**src/rtl/debug_monitor_if.sv**
```systemverilog
// Debug monitor bus: the observed handshake pairs, the BRAM port tap, the control
// strobes and the readout path, grouped so one instance carries the whole bundle.
interface debug_monitor_if #(
   parameter int NUM_CH = 4,
   parameter int ADDR_W = 16,
   parameter int SEL_W  = 6
);
   logic              clr_i;
   logic              arm_i;
   logic [NUM_CH-1:0] vld_i;
   logic [NUM_CH-1:0] rdy_i;
   logic [ADDR_W-1:0] addr_i;
   logic              addr_en_i;
   logic [SEL_W-1:0]  rd_sel_i;
   logic [31:0]       debug_o;
   logic [1:0]        state_o;
   logic              done_o;

   modport master (
      output clr_i, arm_i, vld_i, rdy_i, addr_i, addr_en_i, rd_sel_i,
      input  debug_o, state_o, done_o
   );

   modport slave (
      input  clr_i, arm_i, vld_i, rdy_i, addr_i, addr_en_i, rd_sel_i,
      output debug_o, state_o, done_o
   );
endinterface

```
**src/rtl/debug_monitor.sv**
```systemverilog
// On-chip debug monitor for the GAT pipeline: sticky flags, saturating transfer
// counters and a max-address capture over an arm/trigger-bounded window, read out
// through a registered 32-bit mux.
// Optional feature macro: DEBUG_MONITOR_STALL_EN adds per-channel stall counters
// readable at select 4+NUM_CH+c; without it those selects read zero.
//
// state | meaning
// IDLE  | after reset/clear, values held, waiting for arm
// RUN   | capture window open, all monitors active
// DONE  | trigger count or cycle saturation reached, values frozen until re-arm
module debug_monitor #(
   parameter int NUM_CH      = 4,
   parameter int CNT_W       = 32,
   parameter int ADDR_W      = 16,
   parameter int ADDR_THRESH = 43328,
   parameter int TRIG_CH     = 0,
   parameter int TRIG_CNT    = 1024,
   parameter int SEL_W       = 6
) (
   input  logic           clk,
   input  logic           rst,
   debug_monitor_if.slave dbg
);

   typedef enum logic [1:0] {
      ST_IDLE = 2'd0,
      ST_RUN  = 2'd1,
      ST_DONE = 2'd2
   } state_t;

   localparam logic [CNT_W-1:0] CNT_MAX    = '1;
   localparam logic [31:0]      TRIG_CNT_W = 32'(TRIG_CNT);
   localparam int               AW1        = ADDR_W + 1;
   localparam logic [AW1-1:0]   THRESH_W   = AW1'(ADDR_THRESH);

   state_t            state;
   logic              done_q;
   logic [31:0]       debug_q;

   logic [CNT_W-1:0]  cyc_cnt;
   logic [CNT_W-1:0]  xfer     [NUM_CH];
   logic [NUM_CH-1:0] vld_seen;
   logic [NUM_CH-1:0] rdy_seen;
   logic              ena_seen;
   logic              addr_hit;
   logic [ADDR_W-1:0] max_addr;
`ifdef DEBUG_MONITOR_STALL_EN
   logic [CNT_W-1:0]  stall    [NUM_CH];
   logic [CNT_W-1:0]  stall_nxt[NUM_CH];
`endif

   logic              run;
   logic              start;
   logic [NUM_CH-1:0] hs;
   logic [NUM_CH-1:0] xfer_inc;
   logic [CNT_W-1:0]  xfer_nxt [NUM_CH];
   logic [CNT_W-1:0]  cyc_nxt;
   logic              trig_hit;
   logic              sat_hit;
   logic              thresh_hit;
   logic [31:0]       sts_word;
   logic [31:0]       rd_word;

   assign run        = (state == ST_RUN);
   // An arm only opens a window from IDLE or DONE; a clear in the same cycle beats it.
   assign start      = dbg.arm_i && !dbg.clr_i && (state != ST_RUN);
   assign hs         = dbg.vld_i & dbg.rdy_i;
   assign thresh_hit = dbg.addr_en_i && ({1'b0, dbg.addr_i} >= THRESH_W);

   // Saturating next values and the two stop conditions.
   always_comb begin
      cyc_nxt = (cyc_cnt == CNT_MAX) ? cyc_cnt : cyc_cnt + 1'b1;
      for (int c = 0; c < NUM_CH; c++) begin
         xfer_inc[c] = hs[c] && (xfer[c] != CNT_MAX);
         xfer_nxt[c] = xfer_inc[c] ? xfer[c] + 1'b1 : xfer[c];
`ifdef DEBUG_MONITOR_STALL_EN
         stall_nxt[c] = (dbg.vld_i[c] && !dbg.rdy_i[c] && (stall[c] != CNT_MAX))
                        ? stall[c] + 1'b1 : stall[c];
`endif
      end
      trig_hit = (TRIG_CNT != 0) && xfer_inc[TRIG_CH]
                 && (32'(xfer_nxt[TRIG_CH]) == TRIG_CNT_W);
      sat_hit  = (cyc_nxt == CNT_MAX);
   end

   // Capture-window FSM with registered done flag.
   always_ff @(posedge clk or posedge rst) begin
      if (rst) begin
         state  <= ST_IDLE;
         done_q <= 1'b0;
      end else if (dbg.clr_i) begin
         state  <= ST_IDLE;
         done_q <= 1'b0;
      end else begin
         case (state)
            ST_IDLE: begin
               if (dbg.arm_i) state <= ST_RUN;
            end
            ST_RUN: begin
               if (trig_hit || sat_hit) begin
                  state  <= ST_DONE;
                  done_q <= 1'b1;
               end
            end
            ST_DONE: begin
               if (dbg.arm_i) begin
                  state  <= ST_RUN;
                  done_q <= 1'b0;
               end
            end
            default: begin
               state  <= ST_IDLE;
               done_q <= 1'b0;
            end
         endcase
      end
   end

   // Monitors: zeroed on clear or arm, updated only while the window is open.
   always_ff @(posedge clk or posedge rst) begin
      if (rst) begin
         cyc_cnt  <= '0;
         vld_seen <= '0;
         rdy_seen <= '0;
         ena_seen <= 1'b0;
         addr_hit <= 1'b0;
         max_addr <= '0;
         for (int c = 0; c < NUM_CH; c++) begin
            xfer[c] <= '0;
`ifdef DEBUG_MONITOR_STALL_EN
            stall[c] <= '0;
`endif
         end
      end else if (dbg.clr_i || start) begin
         cyc_cnt  <= '0;
         vld_seen <= '0;
         rdy_seen <= '0;
         ena_seen <= 1'b0;
         addr_hit <= 1'b0;
         max_addr <= '0;
         for (int c = 0; c < NUM_CH; c++) begin
            xfer[c] <= '0;
`ifdef DEBUG_MONITOR_STALL_EN
            stall[c] <= '0;
`endif
         end
      end else if (run) begin
         cyc_cnt  <= cyc_nxt;
         vld_seen <= vld_seen | dbg.vld_i;
         rdy_seen <= rdy_seen | dbg.rdy_i;
         if (dbg.addr_en_i) ena_seen <= 1'b1;
         if (thresh_hit) addr_hit <= 1'b1;
         if (dbg.addr_en_i && (dbg.addr_i > max_addr)) max_addr <= dbg.addr_i;
         for (int c = 0; c < NUM_CH; c++) begin
            xfer[c] <= xfer_nxt[c];
`ifdef DEBUG_MONITOR_STALL_EN
            stall[c] <= stall_nxt[c];
`endif
         end
      end
   end

   // Readout mux; the status word only has room for 16 valid and 14 ready flags.
   always_comb begin
      sts_word = '0;
      for (int c = 0; c < NUM_CH; c++) begin
         if (c < 16) sts_word[c] = vld_seen[c];
         if (c < 14) sts_word[16+c] = rdy_seen[c];
      end
      sts_word[30] = ena_seen;
      sts_word[31] = addr_hit;

      rd_word = '0;
      if (dbg.rd_sel_i == SEL_W'(0))      rd_word = sts_word;
      else if (dbg.rd_sel_i == SEL_W'(1)) rd_word = 32'(cyc_cnt);
      else if (dbg.rd_sel_i == SEL_W'(2)) rd_word = 32'(max_addr);
      else if (dbg.rd_sel_i == SEL_W'(3)) rd_word = {30'b0, state};
      for (int c = 0; c < NUM_CH; c++) begin
         if (dbg.rd_sel_i == SEL_W'(4 + c)) rd_word = 32'(xfer[c]);
`ifdef DEBUG_MONITOR_STALL_EN
         if (dbg.rd_sel_i == SEL_W'(4 + NUM_CH + c)) rd_word = 32'(stall[c]);
`endif
      end
   end

   // Registered readout, one cycle behind the select.
   always_ff @(posedge clk or posedge rst) begin
      if (rst)            debug_q <= '0;
      else if (dbg.clr_i) debug_q <= '0;
      else                debug_q <= rd_word;
   end

   assign dbg.debug_o = debug_q;
   assign dbg.state_o = state;
   assign dbg.done_o  = done_q;

endmodule
```
**src/flat_wrapper.sv**
```systemverilog
// flat-port wrapper written by rule: the top's interface ports become plain ports
module debug_monitor_flat 
#(
   parameter int NUM_CH      = 4,
   parameter int CNT_W       = 32,
   parameter int ADDR_W      = 16,
   parameter int ADDR_THRESH = 43328,
   parameter int TRIG_CH     = 0,
   parameter int TRIG_CNT    = 1024,
   parameter int SEL_W       = 6
)
  (clk, rst, dbg_clr_i, dbg_arm_i, dbg_vld_i, dbg_rdy_i, dbg_addr_i, dbg_addr_en_i, dbg_rd_sel_i, dbg_debug_o, dbg_state_o, dbg_done_o);
  debug_monitor_if #(.NUM_CH(NUM_CH), .ADDR_W(ADDR_W), .SEL_W(SEL_W)) dbg_i ();
  input  logic clk;
  input  logic rst;
  input wire logic [$bits(dbg_i.clr_i)-1:0] dbg_clr_i;
  input wire logic [$bits(dbg_i.arm_i)-1:0] dbg_arm_i;
  input wire logic [$bits(dbg_i.vld_i)-1:0] dbg_vld_i;
  input wire logic [$bits(dbg_i.rdy_i)-1:0] dbg_rdy_i;
  input wire logic [$bits(dbg_i.addr_i)-1:0] dbg_addr_i;
  input wire logic [$bits(dbg_i.addr_en_i)-1:0] dbg_addr_en_i;
  input wire logic [$bits(dbg_i.rd_sel_i)-1:0] dbg_rd_sel_i;
  output wire logic [$bits(dbg_i.debug_o)-1:0] dbg_debug_o;
  output wire logic [$bits(dbg_i.state_o)-1:0] dbg_state_o;
  output wire logic [$bits(dbg_i.done_o)-1:0] dbg_done_o;
  assign dbg_i.clr_i = dbg_clr_i;
  assign dbg_i.arm_i = dbg_arm_i;
  assign dbg_i.vld_i = dbg_vld_i;
  assign dbg_i.rdy_i = dbg_rdy_i;
  assign dbg_i.addr_i = dbg_addr_i;
  assign dbg_i.addr_en_i = dbg_addr_en_i;
  assign dbg_i.rd_sel_i = dbg_rd_sel_i;
  assign dbg_debug_o = dbg_i.debug_o;
  assign dbg_state_o = dbg_i.state_o;
  assign dbg_done_o = dbg_i.done_o;
  debug_monitor #(.NUM_CH(NUM_CH), .CNT_W(CNT_W), .ADDR_W(ADDR_W), .ADDR_THRESH(ADDR_THRESH), .TRIG_CH(TRIG_CH), .TRIG_CNT(TRIG_CNT), .SEL_W(SEL_W)) u_core (.clk(clk), .rst(rst), .dbg(dbg_i));
endmodule
```
**config.mk**
```make
export PLATFORM = sky130hd
export DESIGN_NAME = debug_monitor_flat
export DESIGN_NICKNAME = d
export VERILOG_FILES = /design/src/rtl/debug_monitor_if.sv /design/src/rtl/debug_monitor.sv /design/src/flat_wrapper.sv
export SDC_FILE = /design/constraint.sdc
export NUM_CORES = 1
export LEC_CHECK = 0
export BUFFER_PORTS_ARGS = -buffer_cell sky130_fd_sc_hd__buf_2
export CELL_PAD_IN_SITES_DETAIL_PLACEMENT = 0
export CELL_PAD_IN_SITES_GLOBAL_PLACEMENT = 1
export CORE_MARGIN = 10
export CORE_UTILIZATION = 43
export DETAILED_ROUTE_END_ITERATION = 10
export PLACE_DENSITY = 0.86
export RECOVER_POWER = 25
export SLEW_MARGIN = 10
export SYNTH_ARGS = -nofsm -noshare
export SYNTH_HDL_FRONTEND = slang
export SYNTH_SLANG_ARGS = --single-unit
export TNS_END_PERCENT = 1
```
**constraint.sdc**
```tcl
create_clock -name clk -period 6.02 [get_ports clk]
set_input_delay 0 -clock clk [delete_from_list [all_inputs] [get_ports clk]]
set_output_delay 0 -clock clk [all_outputs]
set_load 0.005 [all_outputs]
```
; ---- Yosys cells after proc, flatten, opt, wreduce, memory -nomap -nowiden
; Index checks and enable logic that the tools add are counted.
[word_totals]
reg_bits = 221
inputBits = 35
output_inout_bits = 35
elab_cells = 113
[classes]
add_sub_neg = 5
n_lt_le_gt_ge = 2
eq_ne = 21
n_mux = 39
n_bitwise = 3
reduce_logical = 30
[op_table]
columns = cell, count
row1 = 2-to-1 mux 32 bit, 15
row2 = 2-to-1 mux 128 bit, 2
row3 = "adder 32 x 1 -> 32 bit, second input constant", 5
row4 = "!= test 32 bit, second input constant", 4
row5 = "== test 32 bit, second input constant", 2
row6 = 2-to-1 mux 16 bit, 3
row7 = "== test 32 x 11 -> 1 bit, second input constant", 1
row8 = "== test 6 x 3 -> 1 bit, second input constant", 4
row9 = ">= comparator 16 bit, second input constant", 1
row10 = greater-than comparator 16 bit, 1
row11 = 2-to-1 mux 4 bit, 4
row12 = AND reduction 2 bit, 7
row13 = nonzero test 2 bit, 7
row14 = "== test 6 x 2 -> 1 bit, second input constant", 2
row15 = logical AND 1 bit, 9
row16 = 2-to-1 mux 1 bit, 9
row17 = 2-to-1 mux 2 bit, 4
row18 = OR 4 bit, 2
row19 = "== test 6 x 1 -> 1 bit, second input constant", 1
row20 = logical NOT 6 bit, 1
row21 = "!= test 3 bit, second input constant", 2
row22 = AND 4 bit, 1
row23 = one-hot mux 2 bit (2 select lines), 1
row24 = "!= test 3 x 1 -> 1 bit, second input constant", 1
row25 = other kinds (10), 11

; ---- Logic depth before layout (Yosys ltp)
; Gate-level depths: netlist of run 1.
[logic_depth]
ltp_word = 10
ltp_mapped = 11
ltp_nobuf = 10

; ---- Worst setup path after synthesis of run 1
; OpenSTA, ideal clock, no wires.
[synth_timing]
path_kind = reg2reg
startpoint = register u_core.cyc_cnt[0]
endpoint = register u_core.state[0] (netlist: u_core.dbg.state_o[0])
setup_time_ns = 0.142
t_arrival_ns = 2.378
required_time_ns = 5.878
slack_ns = 3.501
stages_incl_launch_ff = 10
n_path_buf = 0
synth_period_minus_slack_ns = 2.519
cell_sequence = dfrtp_1 ha_1 and2_1 nand2_1 o211ai_1 or3_1 xor2_1 nor4_1 a41o_1 a31oi_1
[synth_between]
elab_chain_len = 6
word_cells_on_any_way = 7
classes_between = add/sub (1) / eq/ne (3) / mux (1) / reduce/logical (2)
[synth_lines]
columns = item, line_no
row1 = from (decl), debug_monitor.sv:40  ; logic [CNT_W-1:0] cyc_cnt;
row2 = from (signal assigned), debug_monitor.sv:148  ; cyc_cnt <= cyc_nxt;
row3 = adder 32 x 1 -> 32 bit or == test 32 bit (tied branches), debug_monitor.sv:72  ; cyc_nxt = (cyc_cnt == CNT_MAX) ? cyc_cnt : cyc_cnt + 1'b1;
row4 = 2-to-1 mux 32 bit (*), debug_monitor.sv:72
row5 = == test 32 bit (*), debug_monitor.sv:83  ; sat_hit = (cyc_nxt == CNT_MAX);
row6 = logical OR 1 bit (*), debug_monitor.sv:100  ; if (trig_hit || sat_hit) begin
row7 = != test 3 bit (no source line) (*), --
row8 = AND reduction 2 bit (no source line) (*), --
row9 = to (signal assigned), debug_monitor.sv:89  ; state <= ST_IDLE;
row10 = to (signal assigned), debug_monitor.sv:101  ; state <= ST_DONE;
row11 = to (signal assigned), debug_monitor.sv:107  ; state <= ST_RUN;
row12 = to (decl), debug_monitor.sv:36  ; state_t state;
; Every way passes the cells marked *; elsewhere a longest branch is shown, timed or not.
; A chain may end at the register's enable or synchronous reset.

; ---- Worst setup path after layout of run 1
; Same ends and word-level chain as after synthesis.

==> results of run 1 <==
[what timing repair did]
item / in CTS / in global routing
endpoints found under the hold margin: 177 / 0
hold buffers: 28 / 0
gates resized for setup: 0 / 0
[registers in the layout (all words and copies together), names as in the netlist]
signal	flops
u_core.max_addr	16
u_core.cyc_cnt	32
u_core.dbg.done_o	1
u_core.vld_seen	4
u_core.addr_hit	1
u_core.dbg.state_o	2
u_core.ena_seen	1
u_core.xfer	128
u_core.rdy_seen	4
u_core.dbg.debug_o	32
[kinds of logic after synthesis]
family | synth area share (%)
xor+xnor | 6.181
mux | 4.169
buf+inv | 5.007
simple gates | 24.17
compound gates | 18.33
flops | 40.24
fa+ha+maj | 1.912
[routing by layer]
| metal | up-vias | routed length (microns) |
|---|---|---|
| met2 | 610 | 21380 |
| li1 | 5931 | - |
| met4 | 0 | 1867 |
| met3 | 114 | 3974 |
| met1 | 6346 | 19540 |
| met5 | - | 0 |
[metrics by stage]
| stage | hold slack (ps) | total power [mW] | util [%] | setup slack (ps) |
|---|---|---|---|---|
| global route | 95.20 | 3.413 | 48.60 | 1980 |
| global placement | -29.72 | 1.781 | 45.20 | 2389 |
| floorplan | 132.8 | 1.698 | - | 3138 |
| CTS | 67.90 | 3.327 | 48.73 | 2336 |
| finish | 99.60 | 3.306 | 48.60 | 2242 |
| detailed placement | -32.33 | 1.783 | 45.20 | 2354 |
[power breakdown]
part	total (mW)	switching, mW	internal (mW)
Sequential	1.51	0.0109	1.50
Combinational	0.265	0.187	0.0781
Clock	1.53	0.643	0.890
[layout make-up]
| cell class | instances | share of cell area [%] |
|---|---|---|
| diodes | 2 | 0.03263 |
| well taps | 402 | 3.279 |
| multi-input cells | 1218 | 49.23 |
| flip-flops and latches | 221 | 36.06 |
| clock buffers | 38 | 5.058 |
| inverters | 55 | 1.354 |
| clock inverters | 8 | 0.3671 |
| repair buffers | 112 | 4.626 |
[placed cells by master, fill, tap and decap left out, types with 22 or more instances in the layout]
master	instances
dfrtp_1	221
nor2_1	185
nand2_1	145
o21ai_0	131
nand3_1	73
a21oi_1	70
nand4_1	57
inv_1	54
xnor2_1	52
xor2_1	45
and3_1	37
clkbuf_1	37
buf_2	36
o22ai_1	32
a31oi_1	29
mux2_2	28
dlygate4sd3_1	28
a22oi_1	27
clkbuf_16	26
nor3_1	24
nor4_1	24
or3_1	23
o31ai_1	23
and4_1	22
[worst max-delay path, cell delays in order (launching register included)]
cell,delay [ps]
dfrtp_1,470
ha_1,320
and2_1,220
nand4_1,270
nor3_1,820
buf_4,290
nor4b_2,80
xnor2_1,130
nor4_1,690
a41o_1,280
a31oi_1,40
[final timing paths]
| check | start | end | slack (ps) | cells after the start |
|---|---|---|---|---|
| setup / recovery | u_core.cyc_cnt[0]$_DFFE_PP0P_ | u_core.dbg.state_o[0]$_DFFE_PP0P_ | 2240 | 10 |
| hold / removal | dbg_clr_i | u_core.dbg.debug_o[15]$_DFF_PP0_ | 100 | 2 |
| setup reg to reg | u_core.cyc_cnt[0]$_DFFE_PP0P_ | u_core.dbg.state_o[0]$_DFFE_PP0P_ | 2240 | 10 |
| hold reg to reg | u_core.rdy_seen[1]$_DFFE_PP0P_ | u_core.rdy_seen[1]$_DFFE_PP0P_ | 510 | 2 |
| max in group asynchronous | rst | u_core.dbg.debug_o[29]$_DFF_PP0_ | 4130 | 5 |
| min in group asynchronous | rst | u_core.dbg.debug_o[10]$_DFF_PP0_ | 580 | 4 |
==> flow_summary.yaml, run 1 <==
status:
  status: "finished, final reports clean"
sta:
  timing.final.crit_period_ps: 3778
  max_freq_mhz: 264.7
  grt_setup_unrepaired: "no"
  fin_crit_sh_pct: 62.75
  worst_slew_pin_slew_ps: 1079
  clock_skew_ps: 8.863
  hold_viol_final: 0
  tns_ps: 0
  relSlewSlack_pct: 27.52
  finalMaxSlewViolations: 0
  setup_violations: 0
global_routing:
  grt_pass1_wl_microns: 73020
  antenna_found_initial: 2
  met3_usage_pct: 5.137
  grt.busiest_layer: "met2"
  grtUsageTotal_pct: 23.43
  use_met1_pct: 30.85
  grt_pass1_vias: 12425
  grtUsageMet2_pct: 36.71
  grt_max_degree: 140
  grt-ovfl-total: 0
clock_network:
  clkSlewWorstSetupHoldPaths_ps: 60
  cts_buffer_depth: 3
  root_buffer: "clkbuf_16"
  clock_latency_ps: 540
  cts_tree: "built"
  cts_setup_buffers: 0
  numCtsBuffers: 26
  cts_sinks: 221
  h-tree-depth: 1
power:
  p_leak_nw: 5.987
  peakVddDrop_uv: 214.9
  power_density_nw_per_um2: 215.5
detailed_routing:
  drtAntennaViolNets: 0
  finalWirelength_microns: 46760
  wl_per_cell_microns: 22.74
  first_pass_iters: 8
  vias: 13001
  viasPerCell: 6.323
  drc_errors: 0
  first_iter_violations: 1501
synth:
  synth_largest_area_cell: "dfrtp_1"
  syn_area_sq_um: 13740
  yosysWarningCount: 0
  synth_commonest_cells: "221 x dfrtp_1, 186 x nor2_1, 145 x nand2_1, 131 x o21ai_0, 76 x clkbuf_1"
  synth_edf_count: 0
  async_flop_share_pct: 100.0
  synth.most_common_cell: "dfrtp_1"
  ys_seq_area_share_pct: 40.24
  syn-instance-count: 1606
  ys_types: 73
  synth.avg_cell_area_sq_um: 8.558
  synth_nets: 1662
  synth_area_leaders: "dfrtp_1 40%, nor2_1 5.1%, o21ai_0 4.8%, nand2_1 4.0%, xnor2_1 3.3%"
  synth_flop_cell: "dfrtp_1"
  ys_ff_latch: 221
  synth.top_cell.area_share_pct: 40.24
critical_path:
  path_max_fanout: 10
  critical_path_arrival_ps: 4170
  worstSetupStartpointType: "flip-flop"
  worstPathRequired_ps: 6410
  path_class: "flip-flop to flip-flop"
  worstSetupEndpointType: "flip-flop"
place:
  place_inst: 1980
  port_buffers: 69
  placed_area_sq_um: 14260
  gp_congestion: 1.008
  dp_hpwl_microns: 33400
floorplan:
  rows: 65
  die_x_microns: 198.8
  die_y_microns: 198.8
  initial_core_util_pct: 43.56
  fp.dieArea_sq_um: 39520
  io_pins: 70
  fp.coreArea_sq_um: 31560
finish:
  stdcell_count: 2056
  multi_input_area_sq_um: 7550
  seq_area_sq_um: 5530
  drive_gt1_share_pct: 9.201
  syn2layout_area_growth_pct: 11.59
  final_area_sq_um: 15340
  nets: 1690
  fill_cells: 3078
worst_hold_path:
  hp-class: "input pin to flip-flop"
flow_run:
  maxCapViolCount: 0
No activity file was read; power rests on OpenSTA's default activity.
==> run 2, diff against run 1 <==
clock period = 3.4 ns   (was 6.02 ns; I/O delays follow)
==> run 2 against run 1 <==
Fmax increased by 14%. Non-clock buffer count increased by 44. Combinational power increased by 87%. Total power increased by 84%. Routed wire length increased by 2.2%. Critical path depth unchanged. Sequential power increased by 77%. Flip-flop and latch count unchanged.
==> flow_summary.yaml, run 2 (synthesized netlist as in run 1, its figures left out) <==
status:
  status: "finished, final reports clean"
finish:
  utilization_pct: 49.83
  final_cell_mix: "221 x dfrtp_1, 185 x nor2_1, 145 x nand2_1, 131 x o21ai_0, 73 x nand3_1"
  stdcell_count: 2101
  nets: 1735
  largest_reg_flops: 128
  top_register: "u_core.xfer"
  final_area_sq_um: 15730
  fill_cells: 2958
  syn2layout_area_growth_pct: 14.41
  diodes: 0
  drive_gt1_share_pct: 11.65
  mostFrequentLayoutCell: "dfrtp_1"
clock_network:
  cts_tree: "built"
  clock_latency_ps: 560
  cts_buffer_depth: 3
  clkSlewWorstSetupHoldPaths_ps: 60
  h-tree-depth: 1
  root_buffer: "clkbuf_16"
  numCtsBuffers: 27
  cts_sinks: 221
critical_path:
  cp_slowest_stage_delay_ps: 600
  r2r_slack_ps: 100
  worstSetupEndpointType: "flip-flop"
  crit_family: "simple AND/OR/NAND/NOR gates"
  crit_path_top_delay_cell: "dfrtp_1"
  worst-path-buf-inv: 2
  critical_path_arrival_ps: 3790
  path_class: "flip-flop to flip-flop"
  path_max_fanout: 16
  worstSetupStartpointType: "flip-flop"
  reg2reg_from: "u_core.xfer[99]$_DFFE_PP0P_"
  critical_path.cell_chain: "nand4_1 -> nor4_4 -> buf_4 -> a2111oi_0 -> or4_1 -> o31a_1 -> nor4b_1 -> buf_4 -> a32oi_1 -> nand2_1"
  path_common_cell: "buf_4"
  worstPathRequired_ps: 3890
  rr_worst_depth: 10
  r2r_end: "u_core.dbg.state_o[1]$_DFFE_PP0P_"
global_routing:
  grt_max_degree: 104
  antenna_found_initial: 1
  grt_pass1_vias: 12609
  grt-ovfl-total: 0
  grt_pass1_wl_microns: 75310
  grtUsageTotal_pct: 24.16
sta:
  max_freq_mhz: 303.0
  fin_crit_sh_pct: 97.07
  timing.final.crit_period_ps: 3300
  worst_slew_pin_slew_ps: 1488
  relSlewSlack_pct: 0.8169
  hold_viol_final: 0
  setup_violations: 0
  grt_setup_unrepaired: "no"
  clock_skew_ps: 9.573
  finalMaxSlewViolations: 0
detailed_routing:
  first_iter_violations: 1392
  first_pass_iters: 7
  wl_per_cell_microns: 22.74
  drc_errors: 0
  viasPerCell: 6.200
  finalWirelength_microns: 47780
  vias: 13027
  drtAntennaViolNets: 0
flow_run:
  maxCapViolCount: 0
floorplan:
  io_pins: 70
  fp.dieArea_sq_um: 39520
  rows: 65
  die_x_microns: 198.8
  initial_core_util_pct: 43.56
  fp.coreArea_sq_um: 31560
  die_y_microns: 198.8
worst_hold_path:
  hold_start: "dbg_clr_i"
  worstHoldPathCells: 3
  holdPathEnd: "u_core.dbg.debug_o[10]$_DFF_PP0_"
  hp-class: "input pin to flip-flop"
place:
  port_buffers: 69
  placed_area_sq_um: 14580
  gp_congestion: 0.9720
  place_inst: 2021
  dp_hpwl_microns: 34940
power:
  power_density_nw_per_um2: 387.1
  p_leak_nw: 6.248
  peakVddDrop_uv: 334.2
==> run 2: cell types whose count changed in the layout (fill, tap and decap cells not counted), sizes merged <==
cell         delta
inv             +2
bufinv          +2
clkbuf          -1
dlygate4sd3     +3
diode           -2
buf            +41
==> run 2: layout make-up <==
class / count / area, sq um / share of cell area, %
Multi-Input combinational cell: 1218 / 7562 / 48.09
Clock inverter: 12 / 133.9 / 0.8514
Inverter: 55 / 207.7 / 1.321
Clock buffer: 37 / 753.2 / 4.790
Timing Repair Buffer: 156 / 1035 / 6.580
Sequential cell: 221 / 5530 / 35.17
Tap cell: 402 / 503.0 / 3.199
==> run 2: what timing repair did <==
item	in CTS	in global routing
setup buffers	0	0
hold buffers	31	0
resized for setup	0	3
hold endpoints to repair	53	0
endpoints found under the setup margin	0	2
==> run 2: per-layer routing <==
| metal | track usage [%] | vias to the layer above | wire length (microns) |
|---|---|---|---|
| met5 | 0 | - | 0 |
| met4 | 8.364 | 0 | 1615 |
| met3 | 3.211 | 78 | 3427 |
| met2 | 37.82 | 524 | 21920 |
| met1 | 33.57 | 6411 | 20820 |
| li1 | - | 6014 | - |
==> run 2: worst max path at each step <==
| stage | start | endpoint | slack, ps | cells past startpoint |
|---|---|---|---|---|
| floorplan | rst | u_core.addr_hit$_DFFE_PP0P_ | 520 | 1 |
| global placement | u_core.xfer[112]$_DFFE_PP0P_ | u_core.dbg.state_o[1]$_DFFE_PP0P_ | -3 | 9 |
| detailed placement | u_core.xfer[112]$_DFFE_PP0P_ | u_core.dbg.state_o[1]$_DFFE_PP0P_ | 80 | 9 |
| CTS | u_core.xfer[96]$_DFFE_PP0P_ | u_core.dbg.state_o[1]$_DFFE_PP0P_ | 40 | 11 |
| global route | u_core.cyc_cnt[0]$_DFFE_PP0P_ | u_core.dbg.state_o[0]$_DFFE_PP0P_ | 20 | 9 |
| finish | u_core.xfer[99]$_DFFE_PP0P_ | u_core.dbg.state_o[1]$_DFFE_PP0P_ | 100 | 10 |
==> run 2: power by group <==
part | internal (mW) | switching [mW]
sequential | 2.65 | 0.0186
clock | 1.71 | 1.21
combinational | 0.151 | 0.344
==> run 2: metrics by stage <==
step	setup WS, ps	power [mW]	TNS, ps	hold WS (ps)
finish	99.64	6.086	0	44.12
global route	19.66	6.278	0	46.25
CTS	43.10	6.120	0	23.40
detailed placement	83.27	3.185	0	123.7
global placement	-3.305	3.182	-3.305	102.4
floorplan	517.9	3.007	0	132.8
==> run 2: tightest hold or removal path, cell delays in order <==
cell and delay (ps):
buf_2 120, buf_4 270, nor2_1 150
==> run 3, diff against run 2 <==
SETUP_SLACK_MARGIN = 0.1   (was default)
==> run 3 against run 2 <==
Register-to-register slack improved by 130 ps. Critical endpoint unchanged. Combinational power about the same. Setup slack improved by 130 ps. Highest routed layer unchanged. Total power is essentially flat. Critical path type unchanged. Fmax up 4.2%. Worst hold slack lost 2.8 ps.
==> flow_summary.yaml, run 3 (synthesized netlist as in run 1, its figures left out) <==
finish:
  diodes: 0
  final_cell_mix: "221 x dfrtp_1, 185 x nor2_1, 145 x nand2_1, 131 x o21ai_0, 73 x nand3_1"
  drive_gt1_share_pct: 11.77
  largest_reg_flops: 128
  mostFrequentLayoutCell: "dfrtp_1"
  top_register: "u_core.xfer"
  stdcell_count: 2101
  syn2layout_area_growth_pct: 14.50
  nets: 1735
floorplan:
  fp.dieArea_sq_um: 39520
  fp.coreArea_sq_um: 31560
  rows: 65
  io_pins: 70
  die_y_microns: 198.8
  initial_core_util_pct: 43.56
  die_x_microns: 198.8
clock_network:
  cts_setup_buffers: 0
  numCtsBuffers: 27
  cts_tree: "built"
  cts_buffer_depth: 3
  cts_sinks: 221
  clkSlewWorstSetupHoldPaths_ps: 60
  root_buffer: "clkbuf_16"
  clock_latency_ps: 560
  h-tree-depth: 1
global_routing:
  grt_max_degree: 104
  grt_pass1_vias: 12611
  grt-ovfl-total: 0
  grt_pass1_wl_microns: 75330
  grtUsageTotal_pct: 24.16
  antenna_found_initial: 1
sta:
  max_freq_mhz: 315.8
  grt_setup_unrepaired: "yes"
  timing.final.crit_period_ps: 3166
  worst_slew_pin_slew_ps: 1486
  relSlewSlack_pct: 0.9123
  fin_crit_sh_pct: 93.12
  clock_skew_ps: 14.25
  hold_viol_final: 0
  finalMaxSlewViolations: 0
  setup_violations: 0
  whs_ps: 41.36
place:
  place_inst: 2021
  port_buffers: 69
  gp_congestion: 0.9720
  dp_hpwl_microns: 34940
detailed_routing:
  wl_met2_microns: 21940
  finalWirelength_microns: 47760
  viasPerCell: 6.218
  routed-wl-met3_microns: 3218
  dr.max_layer_used: "met4"
  wl_per_cell_microns: 22.73
  wl_met1_microns: 20980
  vias: 13065
  drc_errors: 0
  first_iter_violations: 1337
  first_pass_iters: 6
  drtAntennaViolNets: 0
critical_path:
  critical_path_arrival_ps: 3660
  crit_path_top_delay_cell: "dfrtp_1"
  path_max_fanout: 12
  critical_path.cell_chain: "nand3_1 -> nor3_1 -> nand3_1 -> nor4_1 -> xnor2_1 -> nor4b_2 -> buf_4 -> a32oi_1 -> nand2_1"
  worstSetupEndpointType: "flip-flop"
  path_common_cell: "nand3_1"
  cp_slowest_stage_delay_ps: 630
  worstPathRequired_ps: 3890
  path_class: "flip-flop to flip-flop"
  worstSetupStartpointType: "flip-flop"
power:
  peakVddDrop_uv: 335.5
  power_density_nw_per_um2: 386.8
  p_switching_mw: 1.577
  clkPwrFrac_pct: 48.0
  p_int_mw: 4.511
  swShare_pct: 25.90
  pwr-share-comb_pct: 8.1
  seqPwrFrac_pct: 43.8
  p_total_mw: 6.087
  p_leak_nw: 6.252
flow_run:
  maxCapViolCount: 0
worst_hold_path:
  hp-class: "input pin to flip-flop"
status:
  status: "finished, final reports clean"
-- run 3: area by class of cell --
type | count | area (sq um)
fill | 2958 | 15820
sequential | 221 | 5530
multi-input combinational | 1218 | 7575
clock buffer | 37 | 753.2
tap | 402 | 503.0
timing repair buffer | 156 | 1035
clock inverter | 12 | 133.9
inverter | 55 | 207.7
-- run 3: power groups by stage --
stage	sequential, mW	clock (mW)	combinational [mW]
after floorplan	2.71	0	0.295
after detailed placement	2.72	0	0.470
after global routing	2.67	3.07	0.543
after CTS	2.67	2.95	0.498
final	2.67	2.92	0.496
after global placement	2.71	0	0.467
-- run 3: final timing paths --
kind                                                start                                 to  slack, ps  cells after the start
min in group asynchronous                             rst      u_core.cyc_cnt[8]$_DFFE_PP0P_        230                      3
max in group asynchronous                             rst       u_core.xfer[123]$_DFFE_PP0P_       1070                      4
max reg2reg                  u_core.xfer[112]$_DFFE_PP0P_  u_core.dbg.state_o[1]$_DFFE_PP0P_        230                      9
max                          u_core.xfer[112]$_DFFE_PP0P_  u_core.dbg.state_o[1]$_DFFE_PP0P_        230                      9
min reg2reg                u_core.vld_seen[1]$_DFFE_PP0P_     u_core.vld_seen[1]$_DFFE_PP0P_        500                      2
min                                             dbg_clr_i   u_core.dbg.debug_o[10]$_DFF_PP0_         40                      3
-- run 3: metal layers --
metal	track usage, %	vias up
met1	33.58	6471
met5	0	-
li1	-	6016
met3	3.211	76
met4	8.364	0
met2	37.82	502
-- run 3: per-stage QoR --
step | util (%) | setup slack [ps] | setup TNS (ps) | instance area (sq um)
6_report | 49.87 | 233.8 | 0 | 15740
5_1_grt | 49.87 | 64.55 | 0 | 15740
4_1_cts | 50.04 | 227.8 | 0 | 15790
3_3_place_gp | 46.22 | -3.305 | -3.305 | 14580
3_5_place_dp | 46.22 | 83.27 | 0 | 14580
2_1_floorplan | - | 517.9 | 0 | 13750
-- run 3: timing repair --
action	in CTS	in global routing
endpoints found under the setup margin	2	5
endpoints found under the hold margin	53	0
hold buffers	31	0
gates resized for setup	2	3
-- run 3: critical path, delay by kind of cell (launching register included) --
family | cells | cell delay (ps)
simple gates | 6 | 2060
flops | 1 | 630
xor+xnor | 1 | 190
buf+inv | 1 | 170
compound gates | 1 | 50
